<file path="src/rtl/umips_pkg.sv">
// umips data-memory shared definitions: FSM state and access size codes,
// full-word byte-enable constant and the alignment check.
package umips_pkg;

  typedef enum logic [1:0] {
    ST_IDLE = 2'd0,
    ST_REQ  = 2'd1,
    ST_DONE = 2'd2
  } state_t;

  typedef enum logic [1:0] {
    SZ_BYTE = 2'd0,
    SZ_HALF = 2'd1,
    SZ_WORD = 2'd2
  } size_t;

  localparam logic [3:0] BE_ALL = 4'hF;

  function automatic logic misaligned(
    input size_t      sz,
    input logic [1:0] lo
  );
    logic r;
    r = 1'b0;
    unique case (sz)
      SZ_HALF: r = lo[0];
      SZ_WORD: r = |lo;
      default: r = 1'b0;
    endcase
    return r;
  endfunction

endpackage

</file>
<file path="src/rtl/umips_dmem_lane.sv">
// umips byte-lane steering (store) and lane extract/extend (load).
// Ports: i_st_* store size/offset/data -> o_be/o_wdata; i_ld_* -> o_ld_data.
module umips_dmem_lane
  import umips_pkg::*;
(
  input  size_t       i_st_size,
  input  logic [1:0]  i_st_lo,
  input  logic [31:0] i_wd,
  output logic [3:0]  o_be,
  output logic [31:0] o_wdata,
  input  size_t       i_ld_size,
  input  logic [1:0]  i_ld_lo,
  input  logic        i_ld_sign,
  input  logic [31:0] i_rdata,
  output logic [31:0] o_ld_data
);

  logic [7:0]  w_b;
  logic [15:0] w_h;

  always_comb begin
    o_be    = 4'h0;
    o_wdata = i_wd;
    unique case (i_st_size)
      SZ_BYTE: begin
        o_be    = 4'b0001 << i_st_lo;
        o_wdata = {4{i_wd[7:0]}};
      end
      SZ_HALF: begin
        o_be    = i_st_lo[1] ? 4'b1100 : 4'b0011;
        o_wdata = {2{i_wd[15:0]}};
      end
      SZ_WORD: o_be = BE_ALL;
      default: o_be = 4'h0;
    endcase
  end

  always_comb begin
    w_b = i_rdata[7:0];
    unique case (i_ld_lo)
      2'd0: w_b = i_rdata[7:0];
      2'd1: w_b = i_rdata[15:8];
      2'd2: w_b = i_rdata[23:16];
      2'd3: w_b = i_rdata[31:24];
      default: w_b = i_rdata[7:0];
    endcase
    w_h = i_ld_lo[1] ? i_rdata[31:16] : i_rdata[15:0];
  end

  always_comb begin
    o_ld_data = i_rdata;
    unique case (i_ld_size)
      SZ_BYTE: o_ld_data = {{24{i_ld_sign & w_b[7]}}, w_b};
      SZ_HALF: o_ld_data = {{16{i_ld_sign & w_h[15]}}, w_h};
      default: o_ld_data = i_rdata;
    endcase
  end

endmodule

</file>
<file path="src/rtl/umips_dmem_ctrl.sv">
// umips M-stage data-memory controller: one req/ack bus transaction per
// load/store, lane steering, load extension, stall, misalign/timeout pulses.
// Ports: M-stage ctrl/data in; stall_m, read_data_w, addr_err, bus_err out;
// dbus_* request side out, dbus_ack/dbus_rdata in.
module umips_dmem_ctrl
  import umips_pkg::*;
#(
  parameter int TIMEOUT = 16,
  parameter int TO_W    = 5
) (
  input  logic        clk,
  input  logic        rst,
  input  logic        mem_write_m,
  input  logic        mem_to_reg_m,
  input  logic [31:0] alu_out_m,
  input  logic [31:0] write_data_m,
  input  logic        sign_sel_m,
  input  logic        byte_sel_m,
  input  logic        word_sel_m,
  output logic        stall_m,
  output logic [31:0] read_data_w,
  output logic        addr_err,
  output logic        bus_err,
  output logic        dbus_req,
  output logic        dbus_we,
  output logic [31:0] dbus_addr,
  output logic [31:0] dbus_wdata,
  output logic [3:0]  dbus_be,
  input  logic        dbus_ack,
  input  logic [31:0] dbus_rdata
);

  state_t          r_state;
  state_t          w_next;
  logic [TO_W-1:0] r_cnt;
  logic            r_we;
  logic [31:0]     r_addr;
  logic [31:0]     r_wdata;
  logic [3:0]      r_be;
  size_t           r_size;
  logic            r_sign;
  logic [1:0]      r_lo;
  logic [31:0]     r_rdata;
  logic            r_aerr;
  logic            r_berr;

  size_t           w_size;
  logic            w_access;
  logic            w_mis;
  logic            w_go;
  logic            w_to;
  logic            w_stall;
  logic [3:0]      w_st_be;
  logic [31:0]     w_st_wdata;
  logic [31:0]     w_ld_data;

  assign w_access = mem_write_m | mem_to_reg_m;

  always_comb begin
    w_size = SZ_HALF;
    unique case (1'b1)
      word_sel_m:               w_size = SZ_WORD;
      byte_sel_m & ~word_sel_m: w_size = SZ_BYTE;
      default:                  w_size = SZ_HALF;
    endcase
  end

  assign w_mis = misaligned(w_size, alu_out_m[1:0]);
  assign w_go  = w_access & ~w_mis;
  assign w_to  = r_cnt == TO_W'(TIMEOUT - 1);

  umips_dmem_lane u_lane (
    .i_st_size (w_size),
    .i_st_lo   (alu_out_m[1:0]),
    .i_wd      (write_data_m),
    .o_be      (w_st_be),
    .o_wdata   (w_st_wdata),
    .i_ld_size (r_size),
    .i_ld_lo   (r_lo),
    .i_ld_sign (r_sign),
    .i_rdata   (dbus_rdata),
    .o_ld_data (w_ld_data)
  );

  always_comb begin
    w_next  = r_state;
    w_stall = 1'b0;
    unique case (r_state)
      ST_IDLE: begin
        if (w_go) begin
          w_stall = 1'b1;
          w_next  = ST_REQ;
        end
      end
      ST_REQ: begin
        w_stall = 1'b1;
        if (dbus_ack | w_to) w_next = ST_DONE;
      end
      ST_DONE: w_next = ST_IDLE;
      default: w_next = ST_IDLE;
    endcase
  end

  always_ff @(posedge clk) begin
    if (rst) r_state <= ST_IDLE;
    else     r_state <= w_next;
  end

  always_ff @(posedge clk) begin
    if (rst) begin
      r_cnt   <= '0;
      r_we    <= 1'b0;
      r_addr  <= '0;
      r_wdata <= '0;
      r_be    <= '0;
      r_size  <= SZ_BYTE;
      r_sign  <= 1'b0;
      r_lo    <= '0;
      r_rdata <= '0;
      r_aerr  <= 1'b0;
      r_berr  <= 1'b0;
    end else begin
      r_aerr <= (r_state == ST_IDLE) & w_access & w_mis;
      r_berr <= 1'b0;
      if (r_state == ST_IDLE && w_go) begin
        r_cnt   <= '0;
        r_we    <= mem_write_m;
        r_addr  <= {alu_out_m[31:2], 2'b00};
        r_wdata <= w_st_wdata;
        r_be    <= w_st_be;
        r_size  <= w_size;
        r_sign  <= sign_sel_m;
        r_lo    <= alu_out_m[1:0];
      end else if (r_state == ST_REQ) begin
        if (dbus_ack) begin
          if (!r_we) r_rdata <= w_ld_data;
        end else if (w_to) begin
          r_berr  <= 1'b1;
          r_rdata <= '0;
        end else begin
          r_cnt <= r_cnt + 1'b1;
        end
      end
    end
  end

  // Gate with rst so a held access cannot stall while reset is applied.
  assign stall_m     = w_stall & ~rst;
  assign dbus_req    = r_state == ST_REQ;
  assign dbus_we     = r_we;
  assign dbus_addr   = r_addr;
  assign dbus_wdata  = r_wdata;
  assign dbus_be     = r_be;
  assign read_data_w = r_rdata;
  assign addr_err    = r_aerr;
  assign bus_err     = r_berr;

endmodule

</file>
<file path="config.mk">
export PLATFORM = sky130hd
export DESIGN_NAME = umips_dmem_ctrl
export DESIGN_NICKNAME = d
export VERILOG_FILES = /design/src/rtl/umips_pkg.sv /design/src/rtl/umips_dmem_lane.sv /design/src/rtl/umips_dmem_ctrl.sv
export SDC_FILE = /design/constraint.sdc
export NUM_CORES = 1
export LEC_CHECK = 0
export CORE_ASPECT_RATIO = 1.1
export CORE_MARGIN = 2
export CORE_UTILIZATION = 63
export DETAILED_ROUTE_END_ITERATION = 12
export DONT_BUFFER_PORTS = 1
export PLACE_DENSITY = 0.78
export SLEW_MARGIN = 0
export SYNTH_ARGS = -nofsm -noshare
export SYNTH_HDL_FRONTEND = slang
export SYNTH_SLANG_ARGS = --single-unit
</file>
<file path="constraint.sdc">
create_clock -name clk -period 2.1 [get_ports clk]
set_input_delay 0.42 -clock clk [delete_from_list [all_inputs] [get_ports clk]]
set_output_delay 0.42 -clock clk [all_outputs]
set_load 0.005 [all_outputs]
</file>
== After elaboration in Yosys (flattened, before gate mapping) ==
Index checks and enable logic that the tools add are counted.

* Register bits after elaboration: 113
* Bits of input ports: 104
* Logic and storage cells: 70

* Add/sub/neg operators: 1
* Equal/unequal tests: 11
* Shift-type cells: 1
* Mux-type cells: 17
* Bitwise logic cells: 16
* Reduce and logical (&&, ||, !) cells: 12

{| class="wikitable"
|+ Operator list
! kind !! count
|-
| $pmux W32 S2 || 2
|-
| $mux W32 || 3
|-
| $pmux W8 S4 || 1
|-
| $mux W16 || 1
|-
| $pmux W4 S3 || 1
|-
| $eq A2 B1 Y1 const B || 4
|-
| $logic_not A2 Y1 || 4
|-
| $pmux W2 S2 || 2
|-
| $and A1 B1 Y1 || 7
|-
| $not A1 Y1 || 7
|-
| $eq A2 B2 Y1 const B || 3
|-
| $add A5 B1 Y5 const B || 1
|-
| $eq A5 B4 Y1 const B || 1
|-
| $mux W2 || 2
|-
| $mux W4 || 1
|-
| $ne A2 B2 Y1 const B || 2
|-
| $pmux W1 S2 || 2
|-
| $reduce_and A4 Y1 || 1
|-
| $reduce_or A2 Y1 || 2
|-
| $reduce_or A4 Y1 || 1
|-
| $shl A1 B2 Y4 const A || 1
|-
| $reduce_and A3 Y1 || 1
|-
| $mux W1 || 2
|-
| $ne A2 B1 Y1 const B || 1
|-
| 4 further kinds || 5
|}

== Longest topological paths before layout ==
Gate-level depths: netlist of run 1.

* Depth after elaboration: 10
* Depth in mapped cells: 8
* Depth with buffers taken out: 7

== Hierarchy ==
From an unflattened synthesis of run 1, not the netlist that was laid out.

* Cell total of the unflattened synthesis: 622
* Area total of the unflattened synthesis: 5442.7 um^2

{| class="wikitable"
|+ By module, submodules not included
! module !! times used !! cells an instance !! area each (um^2)
|-
| umips_dmem_ctrl || 1 || 426 || 4121.5
|-
| umips_dmem_lane || 1 || 196 || 1321.3
|}

== Worst setup path before layout of run 1 ==
No wires, ideal clock.

* Path type: in2out
* Start: input word_sel_m
* End: output stall_m
* Arrival: 1.575 ns
* Required time: 1.680 ns
* Setup slack: 0.105 ns
* Stages: 6
* Cells stage by stage: clkbuf_1 > a21o_1 > a211oi_2 > buf_2 > buf_2 > o21a_1

* Cells in the longest elaborated chain, start to end: 10
* Elaborated cells between the ends (all ways): 11
* Classes of those cells: eq/ne: 2; mux: 4; bitwise: 5

{| class="wikitable"
|+ Ends and longest elaborated chain
! what !! line !! source
|-
| from (decl) || umips_dmem_ctrl.sv:19 || <nowiki>input logic word_sel_m,</nowiki>
|-
| $not A1 Y1 || umips_dmem_ctrl.sv:63 || <nowiki>byte_sel_m & ~word_sel_m: w_size = SZ_BYTE;</nowiki>
|-
| $and A1 B1 Y1 || umips_dmem_ctrl.sv:63 ||
|-
| $pmux W2 S2 (*) || umips_dmem_ctrl.sv:61 || <nowiki>unique case (1'b1)</nowiki>
|-
| $eq A2 B2 Y1 or $eq A2 B1 Y1 (tied branches) || umips_pkg.sv:25 || <nowiki>unique case (sz)</nowiki>
|-
| $pmux W1 S2 (*) || umips_pkg.sv:25 ||
|-
| $not A1 Y1 (*) || umips_dmem_ctrl.sv:69 || <nowiki>assign w_go = w_access & ~w_mis;</nowiki>
|-
| $and A1 B1 Y1 (*) || umips_dmem_ctrl.sv:69 ||
|-
| $mux W1 (*) || umips_dmem_ctrl.sv:90 || <nowiki>if (w_go) begin</nowiki>
|-
| $pmux W1 S2 (*) || umips_dmem_ctrl.sv:88 || <nowiki>unique case (r_state)</nowiki>
|-
| $and A1 B1 Y1 (*) || umips_dmem_ctrl.sv:148 || <nowiki>assign stall_m = w_stall & ~rst;</nowiki>
|-
| to (decl) || umips_dmem_ctrl.sv:20 || <nowiki>output logic stall_m,</nowiki>
|}

Every way passes the cells marked *; elsewhere a longest branch is shown, timed or not.

== Worst setup path after layout of run 1 ==
* Start: register r_state[0]
* End: output stall_m

* Cells in the longest elaborated chain, start to end: 3
* Elaborated cells between the ends (all ways): 4
* Classes of those cells: eq/ne: 1; mux: 1; bitwise: 1; reduce/logical: 1

{| class="wikitable"
|+ Ends and longest elaborated chain
! what !! line !! source
|-
| from (decl) || umips_dmem_ctrl.sv:33 || <nowiki>state_t r_state;</nowiki>
|-
| from (signal assigned) || umips_dmem_ctrl.sv:106 || <nowiki>else r_state <= w_next;</nowiki>
|-
| $eq A2 B1 Y1 or $logic_not A2 Y1 (tied branches) || umips_dmem_ctrl.sv:88 ||
|-
| $pmux W1 S2 (*) || umips_dmem_ctrl.sv:88 ||
|-
| $and A1 B1 Y1 (*) || umips_dmem_ctrl.sv:148 ||
|}

Marks and branches as above.

==> results of run 1 <==
-- cell families (layout without fill, tap and decap cells) --
| logic type | count (synthesis) | in the layout | synth area share, % |
|---|---|---|---|
| compound gates | 153 | 153 | 21.4 |
| xor+xnor | 3 | 3 | 0.535 |
| fa+ha+maj | 2 | 2 | 0.509 |
| buf+inv | 56 | 48 | 5.27 |
| flops | 113 | 113 | 46.1 |
| mux | 36 | 36 | 7.75 |
| other cells | 1 | 2 | 0.0764 |
| simple gates | 198 | 198 | 18.4 |
-- per-stage QoR --
stage	setup slack (ps)	instance area (sq um)	util [%]
floorplan	105	4910	-
global placement	208	4930	65.6
detailed placement	152	4930	65.6
CTS	24.5	5590	74.3
global route	2.59	5590	74.3
finish	85.9	5590	74.3
-- layout make-up --
cell class / instances / area (sq um)
flip-flops and latches: 113 / 2260
clock buffers: 22 / 473
fillers: 581 / 1930
inverters: 5 / 18.8
repair buffers: 11 / 140
multi-input cells: 394 / 2410
clock inverters: 10 / 155
well taps: 105 / 131
-- power by group through the flow --
stage	registers (mW)	clock network, mW	logic (mW)
after floorplan	2.40	0	0.460
after global placement	2.44	0	0.486
after detailed placement	2.45	0	0.505
after CTS	2.41	3.01	0.539
after global routing	2.42	3.13	0.608
final	2.41	2.99	0.538
-- registers in the layout, summed over array words and instances, names as in the netlist --
signal       count
dbus_wdata      32
dbus_we          1
r_sign           1
r_size           2
read_data_w     32
dbus_be          4
r_cnt            5
bus_err          1
addr_err         1
dbus_addr       30
r_state          2
r_lo             2
-- cells in the final DEF (no fill, tap or decap), types with 2 or more instances in the layout --
cell / count
sky130_fd_sc_hd__o2bb2ai_1: 7
sky130_fd_sc_hd__xor2_1: 2
sky130_fd_sc_hd__a211oi_1: 20
sky130_fd_sc_hd__nor3b_1: 7
sky130_fd_sc_hd__o21ai_0: 16
sky130_fd_sc_hd__clkbuf_8: 5
sky130_fd_sc_hd__buf_4: 7
sky130_fd_sc_hd__a32o_1: 9
sky130_fd_sc_hd__and3b_1: 7
sky130_fd_sc_hd__a211o_1: 8
sky130_fd_sc_hd__a21o_1: 2
sky130_fd_sc_hd__bufinv_16: 4
sky130_fd_sc_hd__clkinvlp_4: 2
sky130_fd_sc_hd__or3_1: 8
sky130_fd_sc_hd__clkbuf_16: 16
sky130_fd_sc_hd__nand2b_1: 15
sky130_fd_sc_hd__a21oi_1: 61
sky130_fd_sc_hd__dfxtp_1: 113
sky130_fd_sc_hd__mux2_2: 2
sky130_fd_sc_hd__conb_1: 2
sky130_fd_sc_hd__clkinv_2: 4
sky130_fd_sc_hd__a221o_1: 16
sky130_fd_sc_hd__nor3_1: 9
sky130_fd_sc_hd__ha_1: 2
sky130_fd_sc_hd__nor2_1: 28
sky130_fd_sc_hd__o31ai_1: 6
sky130_fd_sc_hd__mux2i_1: 32
sky130_fd_sc_hd__inv_1: 4
sky130_fd_sc_hd__nand2_1: 116
sky130_fd_sc_hd__buf_12: 3
sky130_fd_sc_hd__and3_1: 2
-- timing repair --
action,4_1_cts,5_1_grt
hold buffers,1,0
endpoints found under the setup margin,0,1
hold endpoints to repair,81,0
-- per-layer routing --
| layer | global-route usage (%) | part of all wire, % | vias to the layer above |
|---|---|---|---|
| met3 | 11.2 | 11 | 38 |
| met2 | 46.2 | 49 | 213 |
| met4 | 14.7 | 3.3 | 0 |
| met1 | 34.3 | 37 | 1871 |
| li1 | - | - | 1950 |
| met5 | 0 | 0 | - |
-- how the worst min path moves through the flow --
| stage | startpoint | end | slack (ps) | depth (start not counted) |
|---|---|---|---|---|
| after floorplan | dbus_addr[10]$_SDFFE_PP0P_ | dbus_addr[10]$_SDFFE_PP0P_ | 450 | 2 |
| after global placement | dbus_addr[14]$_SDFFE_PP0P_ | dbus_addr[14]$_SDFFE_PP0P_ | 460 | 2 |
| after detailed placement | dbus_wdata[24]$_SDFFE_PP0P_ | dbus_wdata[24]$_SDFFE_PP0P_ | 460 | 2 |
| after CTS | alu_out_m[14] | dbus_addr[14]$_SDFFE_PP0P_ | 30 | 2 |
| after global routing | dbus_rdata[22] | read_data_w[22]$_SDFFE_PP0P_ | 30 | 1 |
| final | alu_out_m[18] | dbus_addr[18]$_SDFFE_PP0P_ | 40 | 2 |
==> impl_summary.txt, run 1 <==
----------------------------------------------------
[Run status]
  Status ... completed

[Pwr]
  Switching power of the nets ... 1.38 mW
  Relative contribution of sequential cells to total power ... 40.5%
  Maximum vdd ir drop ... 0.000592 V
  Overall power after layout ... 5.93 mW
  Switch share ... 23.3%
  Power Density ... 1060 nW/um^2
  Cell-internal power ... 4.55 mW
  Clock Power Share ... 50.4%
  Leak ... 2.16 nW
  Combinational cell fraction of total power ... 9.1%

[Layout]
  Final non-filler cell total ... 660
  Antenna Cells ... 0
  Total number of nets in the final design ... 648
  Area growth from synthesis to layout ... 13.8%
  Layout cell share with drive strength beyond 1 ... 9.19%

[Clock network]
  CTS Sinks ... 113
  Number of H-tree levels ... 4
  Clock latency reported for the late side of the worst-skew pair ... 510 ps
  Cell at the root of the clock tree ... sky130_fd_sc_hd__clkbuf_8
  Clock tree from TritonCTS ... done
  Number of setup buffers added after CTS ... 0
  Total CTS buffers ... 17
  # resized after CTS ... 0
  Clock Path Buffers ... 2
  Clock transition time at the flip-flop clock pins of the worst setup and hold paths ... 60 ps

[Detailed routing]
  Starting DRT DRC Count ... 225
  Number of nets with antenna violations after routing ... 0
  Final WL ... 12500 microns
  First-pass iteration count of the detailed router ... 5
  Average via count per standard cell ... 6.17
  Remaining DRCs ... 0
  Total vias in the final route ... 4072
  Average wire per standard cell ... 18.9 microns

[Worst setup path]
  Worst Setup Start Kind ... register
  CP Depth ... 3
  Count of buffer and inverter cells on the critical path ... 0
  Worst setup path class ... register to primary output
  Maximum fanout along the worst path ... 5
  Startpoint of the most critical register-to-register path ... r_lo[1]$_SDFFE_PP0P_
  Depth of the worst register-to-register path ... 4
  Cell at the slowest stage of the critical path ... sky130_fd_sc_hd__dfxtp_1
  Dominant delay contributor by cell family on the critical path ... compound AO/OA/AOI/OAI gates
  CP arrival ... 1590 ps
  Worst setup path start ... r_state[0]$_SDFFE_PP0P_
  Worst setup EP type ... primary output
  Cells along the critical path ... o21bai_1, a211oi_4, o21a_1
  Capturing element of the worst setup path ... stall_m
  Maximum cell stage delay along the critical path ... 330 ps
  Critical Path RT ... 1680 ps
  Reg-to-reg setup timing slack ... 100 ps
  RR Endpoint ... read_data_w[8]$_SDFFE_PP0P_

[Global routing]
  Pin count of the biggest net entering global routing ... 82
  GRT Overall Usage ... 29.3%
  Final global-route overflow total ... 0
  Initial antenna violation count ... 0
  First-pass GRT wire length ... 19700 microns
  Via count of the first global-routing pass ... 3950

[Timing]
  Max-Slew Margin vs Limit ... 65.5%
  Final Critical Period ... 2010 ps
  Post-Route Skew ... 11.1 ps
  Least-Margin Pin Slew ... 517 ps
  Worst hold slack ... 39.2 ps
  RSZ-0062 raised after global routing ... no
  Max Clock Freq ... 497 MHz
  Final max-slew violation count ... 0
  Sum of negative setup slack ... 0 ps
  Final setup vio count ... 0
  Number of endpoints with negative hold slack in the final report ... 0
  Fraction of the cycle the final worst path needs ... 95.9%

[Floorplan]
  I/O Pins ... 209
  Die extent in x ... 88.2 microns
  Full die area ... 8520 sq um
  Y dimension of the die ... 96.6 microns
  Placeable core area ... 7510 sq um
  Initial core utilization ... 65.4%
  Std cell rows ... 33

[Logic synthesis]
  Top cells by count, synth ... sky130_fd_sc_hd__nand2_1, sky130_fd_sc_hd__dfxtp_1, sky130_fd_sc_hd__a21oi_1
  Top cell type's share of synthesized area ... 46.1%
  Cells taking the most area after synthesis ... sky130_fd_sc_hd__dfxtp_1, sky130_fd_sc_hd__nand2_1, sky130_fd_sc_hd__mux2i_1
  Library cell with the largest summed area after synthesis ... sky130_fd_sc_hd__dfxtp_1
  Post-synthesis cell type count ... 45
  Seq/Total Area, Yosys ... 46.1%
  Number of standard cells after synthesis ... 562
  FF+latch count, synth ... 113
  Avg Cell Area, Syn ... 8.74 sq um
  Most frequent cell after synthesis ... sky130_fd_sc_hd__nand2_1
  Synthesis Warnings ... 0
  Area of the mapped netlist ... 4910 sq um
  Async S/R FF share, synth ... 0%
  Most used DFF post-synth ... sky130_fd_sc_hd__dfxtp_1
  Number of flops mapped to enable cells by yosys ... 0

[Placement]
  Placed instance count ... 627
  Weighted congestion reported at the end of routability-driven placement ... 0.847
  Input/output buffers ... 0
  Post-DP HPWL ... 8580 microns

[Job]
  Max capacitance violation total ... 0

[Hold path]
  Worst hold path class ... primary input to register

----------------------------------------------------
(Power assumes the default switching activity.)
==> run 2: changes to the inputs <==
--- a/config.mk
+++ b/config.mk
@@ -5,12 +5,14 @@
 export SDC_FILE = /design/constraint.sdc
 export NUM_CORES = 1
 export LEC_CHECK = 0
+export ABC_AREA = 1
+export CAP_MARGIN = 20
 export CORE_ASPECT_RATIO = 1.1
 export CORE_MARGIN = 2
 export CORE_UTILIZATION = 63
 export DETAILED_ROUTE_END_ITERATION = 12
 export DONT_BUFFER_PORTS = 1
-export PLACE_DENSITY = 0.78
+export PLACE_DENSITY = 0.8
 export SLEW_MARGIN = 0
 export SYNTH_ARGS = -nofsm -noshare
 export SYNTH_HDL_FRONTEND = slang
==> run 2 against run 1 <==
Against the previous run:
- non-clock buffer count rose by 10
- sequential share of layout area fell by 0.90 points
- synthesized cell count rose by 25%
- clock skew fell by 1.4 ps
- combinational power rose by 31%
- global-route usage rose by 4.5 points
- power rose by 0.62%
- final cell count rose by 24%
- via count rose by 19%
- clock power fell by 6%
- cell area rose by 2.3%
- count of clock-buffer cells in the layout fell by 2
- critical path type unchanged
- critical endpoint unchanged
- largest cell class unchanged
- largest power group unchanged
- highest routed layer unchanged
==> impl_summary.txt, run 2 <==
----------------------------------------------------
[Worst setup path]
  Maximum cell stage delay along the critical path ... 310 ps (was 330 ps)
  Worst setup EP type ... primary output (unchanged)
  Worst setup path class ... register to primary output (unchanged)
  RR Endpoint ... r_cnt[4]$_SDFFE_PP0P_ (was read_data_w[8]$_SDFFE_PP0P_)
  CP arrival ... 1640 ps (was 1590 ps)
  Cell at the slowest stage of the critical path ... sky130_fd_sc_hd__dfxtp_1 (unchanged)
  Maximum fanout along the worst path ... 2 (was 5)
  Worst Setup Start Kind ... register (unchanged)
  Depth of the worst register-to-register path ... 9 (was 4)
  Worst setup path start ... r_state[0]$_SDFFE_PP0P_ (unchanged)
  Startpoint of the most critical register-to-register path ... r_cnt[0]$_SDFFE_PP0P_ (was r_lo[1]$_SDFFE_PP0P_)
  Reg-to-reg setup timing slack ... 160 ps (was 100 ps)
  Critical Path RT ... 1680 ps (about the same)
  Cells along the critical path ... or2_4, nor2_4, nand2_2, buf_12, a21oi_2, buf_4 (was o21bai_1, a211oi_4, o21a_1)

[Timing]
  Sum of negative setup slack ... 0 ps (unchanged)
  Fraction of the cycle the final worst path needs ... 98.2% (was 95.9%)
  Worst setup margin ... 37.1 ps (was 85.9 ps)
  Final max-slew violation count ... 0 (unchanged)
  Max Clock Freq ... 485 MHz (was 497 MHz)
  Final setup vio count ... 0 (unchanged)
  Number of endpoints with negative hold slack in the final report ... 0 (unchanged)
  Final Critical Period ... 2060 ps (was 2010 ps)
  Post-Route Skew ... 9.70 ps (was 11.1 ps)
  Worst hold slack ... 42.7 ps (was 39.2 ps)

[Logic synthesis]
  FF+latch count, synth ... 113 (unchanged)
  Avg Cell Area, Syn ... 6.96 sq um (was 8.74 sq um)
  Cells taking the most area after synthesis ... sky130_fd_sc_hd__dfxtp_1, sky130_fd_sc_hd__nand2_1, sky130_fd_sc_hd__nor2_1 (was sky130_fd_sc_hd__dfxtp_1, sky130_fd_sc_hd__nand2_1, sky130_fd_sc_hd__mux2i_1)
  Post-synthesis cell type count ... 35 (was 45)
  Most frequent cell after synthesis ... sky130_fd_sc_hd__nand2_1 (unchanged)
  Top cells by count, synth ... sky130_fd_sc_hd__nand2_1, sky130_fd_sc_hd__nor2_1, sky130_fd_sc_hd__dfxtp_1 (was sky130_fd_sc_hd__nand2_1, sky130_fd_sc_hd__dfxtp_1, sky130_fd_sc_hd__a21oi_1)
  Most used DFF post-synth ... sky130_fd_sc_hd__dfxtp_1 (unchanged)
  Async S/R FF share, synth ... 0% (unchanged)
  Number of standard cells after synthesis ... 705 (was 562)
  Library cell with the largest summed area after synthesis ... sky130_fd_sc_hd__dfxtp_1 (unchanged)
  Seq/Total Area, Yosys ... 46.1% (about the same)
  Top cell type's share of synthesized area ... 46.1% (about the same)
  Area of the mapped netlist ... 4910 sq um (about the same)
  Post-synthesis share of cell area spent on and, or, nand and nor gates ... 30.1% (was 18.4%)
  Combinational family with the most area after synthesis ... simple AND/OR/NAND/NOR gates (was compound AO/OA/AOI/OAI gates)
  Synthesis Warnings ... 0 (unchanged)
  Compound-gate portion of the synthesized area ... 16.4% (was 21.4%)
  Arithmetic-cell share of the synthesized area counting full adders, half adders and majority gates ... 0.510% (about the same)
  XOR/XNOR share of the synthesized area ... 0.535% (about the same)
  Number of flops mapped to enable cells by yosys ... 0 (unchanged)
  Post-synthesis mux area share ... 0% (was 7.75%)

[Global routing]
  Via count of the first global-routing pass ... 4669 (was 3950)
  Initial antenna violation count ... 0 (unchanged)
  Final global-route overflow total ... 0 (unchanged)
  Pin count of the biggest net entering global routing ... 43 (was 82)
  First-pass GRT wire length ... 22200 microns (was 19700 microns)
  GRT Overall Usage ... 33.8% (was 29.3%)

[Pwr]
  Combinational cell fraction of total power ... 11.8% (was 9.1%)
  Switch share ... 27.2% (was 23.3%)
  Leak ... 2.46 nW (was 2.16 nW)
  Switching power of the nets ... 1.62 mW (was 1.38 mW)
  Relative contribution of sequential cells to total power ... 40.9% (was 40.5%)
  Power Density ... 1040 nW/um^2 (was 1060 nW/um^2)
  Cell-internal power ... 4.35 mW (was 4.55 mW)
  Maximum vdd ir drop ... 0.000822 V (was 0.000592 V)
  Clock Power Share ... 47.2% (was 50.4%)

[Job]
  Max capacitance violation total ... 0 (unchanged)

[Layout]
  Layout cell share with drive strength beyond 1 ... 10.4% (was 9.19%)
  Area growth from synthesis to layout ... 16.5% (was 13.8%)
  Filler Cell Count ... 612 (was 581)
  Antenna Cells ... 0 (unchanged)
  Final non-filler cell total ... 819 (was 660)
  Most used cells in the layout excluding fill and tap cells ... sky130_fd_sc_hd__nand2_1, sky130_fd_sc_hd__nor2_1, sky130_fd_sc_hd__dfxtp_1 (was sky130_fd_sc_hd__nand2_1, sky130_fd_sc_hd__dfxtp_1, sky130_fd_sc_hd__a21oi_1)
  Most common cell after layout, fill and taps aside ... sky130_fd_sc_hd__nand2_1 (unchanged)
  Total number of nets in the final design ... 807 (was 648)

[Floorplan]
  Std cell rows ... 33 (unchanged)
  Full die area ... 8510 sq um (was 8520 sq um)
  Y dimension of the die ... 96.6 microns (about the same)
  Die extent in x ... 88.2 microns (about the same)
  Initial core utilization ... 65.3% (was 65.4%)
  Placeable core area ... 7510 sq um (unchanged)
  I/O Pins ... 209 (unchanged)

[Clock network]
  Clock latency reported for the late side of the worst-skew pair ... 510 ps (about the same)
  Clock tree from TritonCTS ... done (unchanged)
  Total CTS buffers ... 17 (unchanged)
  Clock Path Buffers ... 2 (unchanged)
  Number of H-tree levels ... 4 (unchanged)
  CTS Sinks ... 113 (unchanged)
  Clock transition time at the flip-flop clock pins of the worst setup and hold paths ... 50 ps (was 60 ps)
  Cell at the root of the clock tree ... sky130_fd_sc_hd__clkbuf_8 (unchanged)

[Hold path]
  Hold Path Cell Cnt ... 2 (unchanged)
  Start point of the worst min-delay path ... write_data_m[19] (was alu_out_m[18])
  Hold EP ... dbus_wdata[19]$_SDFFE_PP0P_ (was dbus_addr[18]$_SDFFE_PP0P_)
  Worst hold path class ... primary input to register (unchanged)

[Detailed routing]
  Average via count per standard cell ... 5.93 (was 6.17)
  Remaining DRCs ... 0 (unchanged)
  Average wire per standard cell ... 17.7 microns (was 18.9 microns)
  Total vias in the final route ... 4857 (was 4072)
  First-pass iteration count of the detailed router ... 5 (unchanged)
  Final WL ... 14500 microns (was 12500 microns)
  Starting DRT DRC Count ... 323 (was 225)
  Number of nets with antenna violations after routing ... 0 (unchanged)

[Placement]
  Post-DP HPWL ... 9480 microns (was 8580 microns)
  Placed instance count ... 780 (was 627)
  Weighted congestion reported at the end of routability-driven placement ... 0.938 (was 0.847)
  Pre-CTS setup slack ... 132 ps (was 152 ps)
  Input/output buffers ... 0 (unchanged)

[Run status]
  Status ... completed (unchanged)

----------------------------------------------------
-- run 2: kinds of logic after synthesis --
logic type	count (synthesis)
flip-flops	113
adder cells (fa/ha/maj)	2
AO/OA/AOI/OAI	149
other	1
XOR/XNOR	3
buffers and inverters	73
AND/OR/NAND/NOR	364
-- run 2: power groups by stage --
stage / clock network [mW] / logic (mW) / registers [mW]
5_1_grt: 2.92 / 0.793 / 2.46
6_report: 2.82 / 0.707 / 2.44
3_3_place_gp: 0 / 0.590 / 2.48
4_1_cts: 2.83 / 0.689 / 2.44
2_1_floorplan: 0 / 0.508 / 2.44
3_5_place_dp: 0 / 0.611 / 2.48
-- run 2: worst max-delay path: cells and delay by family, from the launching register on --
family,cells,cell delay [ps]
compound gates,1,110
buf+inv,2,250
flops,1,310
simple gates,3,470
-- run 2: layout make-up --
class	instances	area, sq um	area share, %
Inverter	28	110	1.93
Tap cell	105	131	2.30
Clock inverter	12	133	2.32
Multi-Input combinational cell	520	2360	41.3
Clock buffer	20	455	7.97
Timing Repair Buffer	21	260	4.55
Sequential cell	113	2260	39.6
-- run 2: how the worst max path moves through the flow --
stage                                   endpoint  slack (ps)  depth (start not counted)
floorplan                  r_cnt[4]$_SDFFE_PP0P_         330                          9
global placement    read_data_w[27]$_SDFFE_PP0P_         220                         12
detailed placement  read_data_w[24]$_SDFFE_PP0P_         130                         12
CTS                                      stall_m           3                          6
global route                             stall_m         -10                          6
finish                                   stall_m          40                          6
-- run 2: timing repair --
item                                    in CTS  in global routing
buffers inserted                             3                  0
gates cloned                                 2                  0
pin swaps                                    3                  0
gates resized for setup                      2                  9
endpoints found under the setup margin       2                 58
hold buffers                                 2                  0
hold endpoints to repair                    42                  0
-- run 2: routing by layer --
| metal | track usage, % | wire length (microns) | share of wire, % | vias to the layer above |
|---|---|---|---|---|
| met5 | 0 | 0 | 0 | - |
| met4 | 16.3 | 457 | 3.2 | 0 |
| met3 | 12.2 | 1680 | 12 | 48 |
| met2 | 59.2 | 7320 | 51 | 293 |
| met1 | 35.9 | 5010 | 35 | 2208 |
| li1 | - | - | - | 2308 |
-- run 2: through the flow --
step	instance area [sq um]	power, mW	util [%]
global route	5720	6.17	76.1
detailed placement	4980	3.09	66.3
floorplan	4910	2.94	-
global placement	4980	3.07	66.3
CTS	5690	5.96	75.8
finish	5720	5.97	76.1
==> run 3: changes to the inputs <==
--- a/config.mk
+++ b/config.mk
@@ -5,14 +5,13 @@
 export SDC_FILE = /design/constraint.sdc
 export NUM_CORES = 1
 export LEC_CHECK = 0
-export ABC_AREA = 1
 export CAP_MARGIN = 20
 export CORE_ASPECT_RATIO = 1.1
 export CORE_MARGIN = 2
-export CORE_UTILIZATION = 63
+export CORE_UTILIZATION = 45
 export DETAILED_ROUTE_END_ITERATION = 12
 export DONT_BUFFER_PORTS = 1
-export PLACE_DENSITY = 0.8
+export PLACE_DENSITY = 0.61
 export SLEW_MARGIN = 0
 export SYNTH_ARGS = -nofsm -noshare
 export SYNTH_HDL_FRONTEND = slang
==> run 3 against run 2 <==
Against the previous run:
- non-clock buffer count fell by 8
- critical path depth fell by 3
- sequential share of layout area rose by 0.70 points
- first-iteration DRC count fell by 62%
- global-route usage fell by 12 points
- largest power group unchanged
- critical endpoint unchanged
- sequential power fell by 2%
- flip-flop and latch count did not move
- register-to-register slack improved by 40 ps
- cell area fell by 1.8%
- via count fell by 18%
==> impl_summary.txt, run 3 (synthesized netlist as in run 1, its figures left out) <==
----------------------------------------------------
[Worst setup path]
  Worst Setup Start Kind ... register (unchanged)
  Cells along the critical path ... o21bai_1, a211oi_4, o21a_1 (was or2_4, nor2_4, nand2_2, buf_12, a21oi_2, buf_4)
  Worst setup EP type ... primary output (unchanged)
  Cell at the slowest stage of the critical path ... sky130_fd_sc_hd__a211oi_4 (was sky130_fd_sc_hd__dfxtp_1)
  Maximum cell stage delay along the critical path ... 370 ps (was 310 ps)
  Maximum fanout along the worst path ... 5 (was 2)
  Critical Path RT ... 1680 ps (about the same)
  Worst setup path class ... register to primary output (unchanged)
  Reg-to-reg setup timing slack ... 200 ps (was 160 ps)
  CP arrival ... 1550 ps (was 1640 ps)

[Global routing]
  GRT Overall Usage ... 21.6% (was 33.8%)
  Pin count of the biggest net entering global routing ... 84 (was 43)
  First-pass GRT wire length ... 19900 microns (was 22200 microns)
  Initial antenna violation count ... 0 (unchanged)
  Via count of the first global-routing pass ... 3919 (was 4669)
  Final global-route overflow total ... 0 (unchanged)

[Layout]
  Layout cell share with drive strength beyond 1 ... 9.87% (was 10.4%)
  Total number of nets in the final design ... 650 (was 807)
  Antenna Cells ... 0 (unchanged)
  Most common cell after layout, fill and taps aside ... sky130_fd_sc_hd__nand2_1 (unchanged)
  Filler Cell Count ... 1019 (was 612)
  Area growth from synthesis to layout ... 14.3% (was 16.5%)
  Post-route cell area ... 5610 sq um (was 5720 sq um)
  Most used cells in the layout excluding fill and tap cells ... sky130_fd_sc_hd__nand2_1, sky130_fd_sc_hd__dfxtp_1, sky130_fd_sc_hd__a21oi_1 (was sky130_fd_sc_hd__nand2_1, sky130_fd_sc_hd__nor2_1, sky130_fd_sc_hd__dfxtp_1)

[Clock network]
  Clock transition time at the flip-flop clock pins of the worst setup and hold paths ... 50 ps (about the same)
  Clock tree from TritonCTS ... done (unchanged)
  Total CTS buffers ... 17 (unchanged)
  Clock latency reported for the late side of the worst-skew pair ... 410 ps (was 510 ps)
  Number of H-tree levels ... 4 (unchanged)
  Hold buffers post-CTS ... 0 (was 2)
  # resized after CTS ... 0 (was 2)
  CTS Sinks ... 113 (unchanged)
  Number of setup buffers added after CTS ... 0 (was 3)
  Cell at the root of the clock tree ... sky130_fd_sc_hd__clkbuf_16 (was sky130_fd_sc_hd__clkbuf_8)
  Clock Path Buffers ... 2 (unchanged)

[Detailed routing]
  Final WL ... 12800 microns (was 14500 microns)
  Number of nets with antenna violations after routing ... 0 (unchanged)
  Total vias in the final route ... 3965 (was 4857)
  Remaining DRCs ... 0 (unchanged)
  Starting DRT DRC Count ... 123 (was 323)
  Average wire per standard cell ... 18.2 microns (was 17.7 microns)
  Average via count per standard cell ... 5.63 (was 5.93)
  First-pass iteration count of the detailed router ... 5 (unchanged)

[Timing]
  RSZ-0062 raised after global routing ... no
  Post-Route Skew ... 8.65 ps (was 9.70 ps)
  Final max-slew violation count ... 0 (unchanged)
  Sum of negative setup slack ... 0 ps (unchanged)
  Final Critical Period ... 1970 ps (was 2060 ps)
  Fraction of the cycle the final worst path needs ... 93.8% (was 98.2%)
  Least-Margin Pin Slew ... 549 ps
  Final setup vio count ... 0 (unchanged)
  Max Clock Freq ... 508 MHz (was 485 MHz)
  Number of endpoints with negative hold slack in the final report ... 0 (unchanged)
  Max-Slew Margin vs Limit ... 63.4%

[Placement]
  Post-DP HPWL ... 9260 microns (was 9480 microns)
  Weighted congestion reported at the end of routability-driven placement ... 0.876 (was 0.938)
  Input/output buffers ... 0 (unchanged)
  Placed Instance Area ... 5020 sq um (was 4980 sq um)

[Floorplan]
  Placeable core area ... 10800 sq um (was 7510 sq um)
  Full die area ... 11800 sq um (was 8510 sq um)
  Std cell rows ... 40 (was 33)
  Die extent in x ... 104 microns (was 88.2 microns)
  Y dimension of the die ... 114 microns (was 96.6 microns)
  Initial core utilization ... 45.6% (was 65.3%)
  I/O Pins ... 209 (unchanged)

[Hold path]
  Worst hold path class ... primary input to register (unchanged)

[Pwr]
  Leak ... 2.13 nW (was 2.46 nW)
  Maximum vdd ir drop ... 0.000511 V (was 0.000822 V)
  Power Density ... 1020 nW/um^2 (was 1040 nW/um^2)

[Job]
  Max capacitance violation total ... 0 (unchanged)

[Run status]
  Status ... completed (unchanged)

----------------------------------------------------
==> run 3: final cells by class <==
| type | count | area, sq um | area share [%] |
|---|---|---|---|
| Timing Repair Buffer | 13 | 148 | 2.63 |
| Multi-Input combinational cell | 394 | 2420 | 43.0 |
| Clock buffer | 17 | 425 | 7.58 |
| Clock inverter | 15 | 160 | 2.85 |
| Tap cell | 147 | 184 | 3.28 |
| Inverter | 5 | 18.8 | 0.334 |
| Sequential cell | 113 | 2260 | 40.3 |
==> run 3: metrics by stage <==
step                      hold WS, ps  std cells  power (mW)  utilization, %  worst slack, ps
final                            99.0        704        5.74            52.2              130
after global routing             68.1        704        5.98            52.2             28.1
after CTS                        66.5        704        5.80            52.1             32.0
after detailed placement          462        672        2.98            46.6              123
after global placement            459        672        2.96            46.6              210
after floorplan                   453        563        2.86               -              105
==> run 3: per-layer routing <==
layer  track usage, %  wire length [microns]  share of wire (%)  vias to the layer above
li1                 -                      -                  -                     1954
met1             21.7                   4790                 37                     1828
met2             37.3                   6320                 49                      162
met3             11.5                   1440                 11                       21
met4             9.55                    282                2.2                        0
met5                0                      0                  0                        -
==> run 3: critical path, delay by kind of cell, from the launching register on <==
family          cells  cell delay [ps]
flops               1              340
compound gates      3              810
==> run 3: path summary, 6_finish.rpt <==
kind,from,to,depth (start not counted)
max,r_state[0]$_SDFFE_PP0P_,stall_m,3
min,rst,r_state[1]$_SDFFE_PP0P_,1
max reg2reg,r_lo[1]$_SDFFE_PP0P_,read_data_w[21]$_SDFFE_PP0P_,4
min reg2reg,dbus_addr[6]$_SDFFE_PP0P_,dbus_addr[6]$_SDFFE_PP0P_,2
==> run 3: report_power, final <==
part           leakage [nW]  switching [mW]  total [mW]  internal, mW
Sequential            0.923           0.122        2.40          2.28
Clock                 0.272            1.06        2.82          1.75
Combinational         0.937           0.295       0.525         0.230
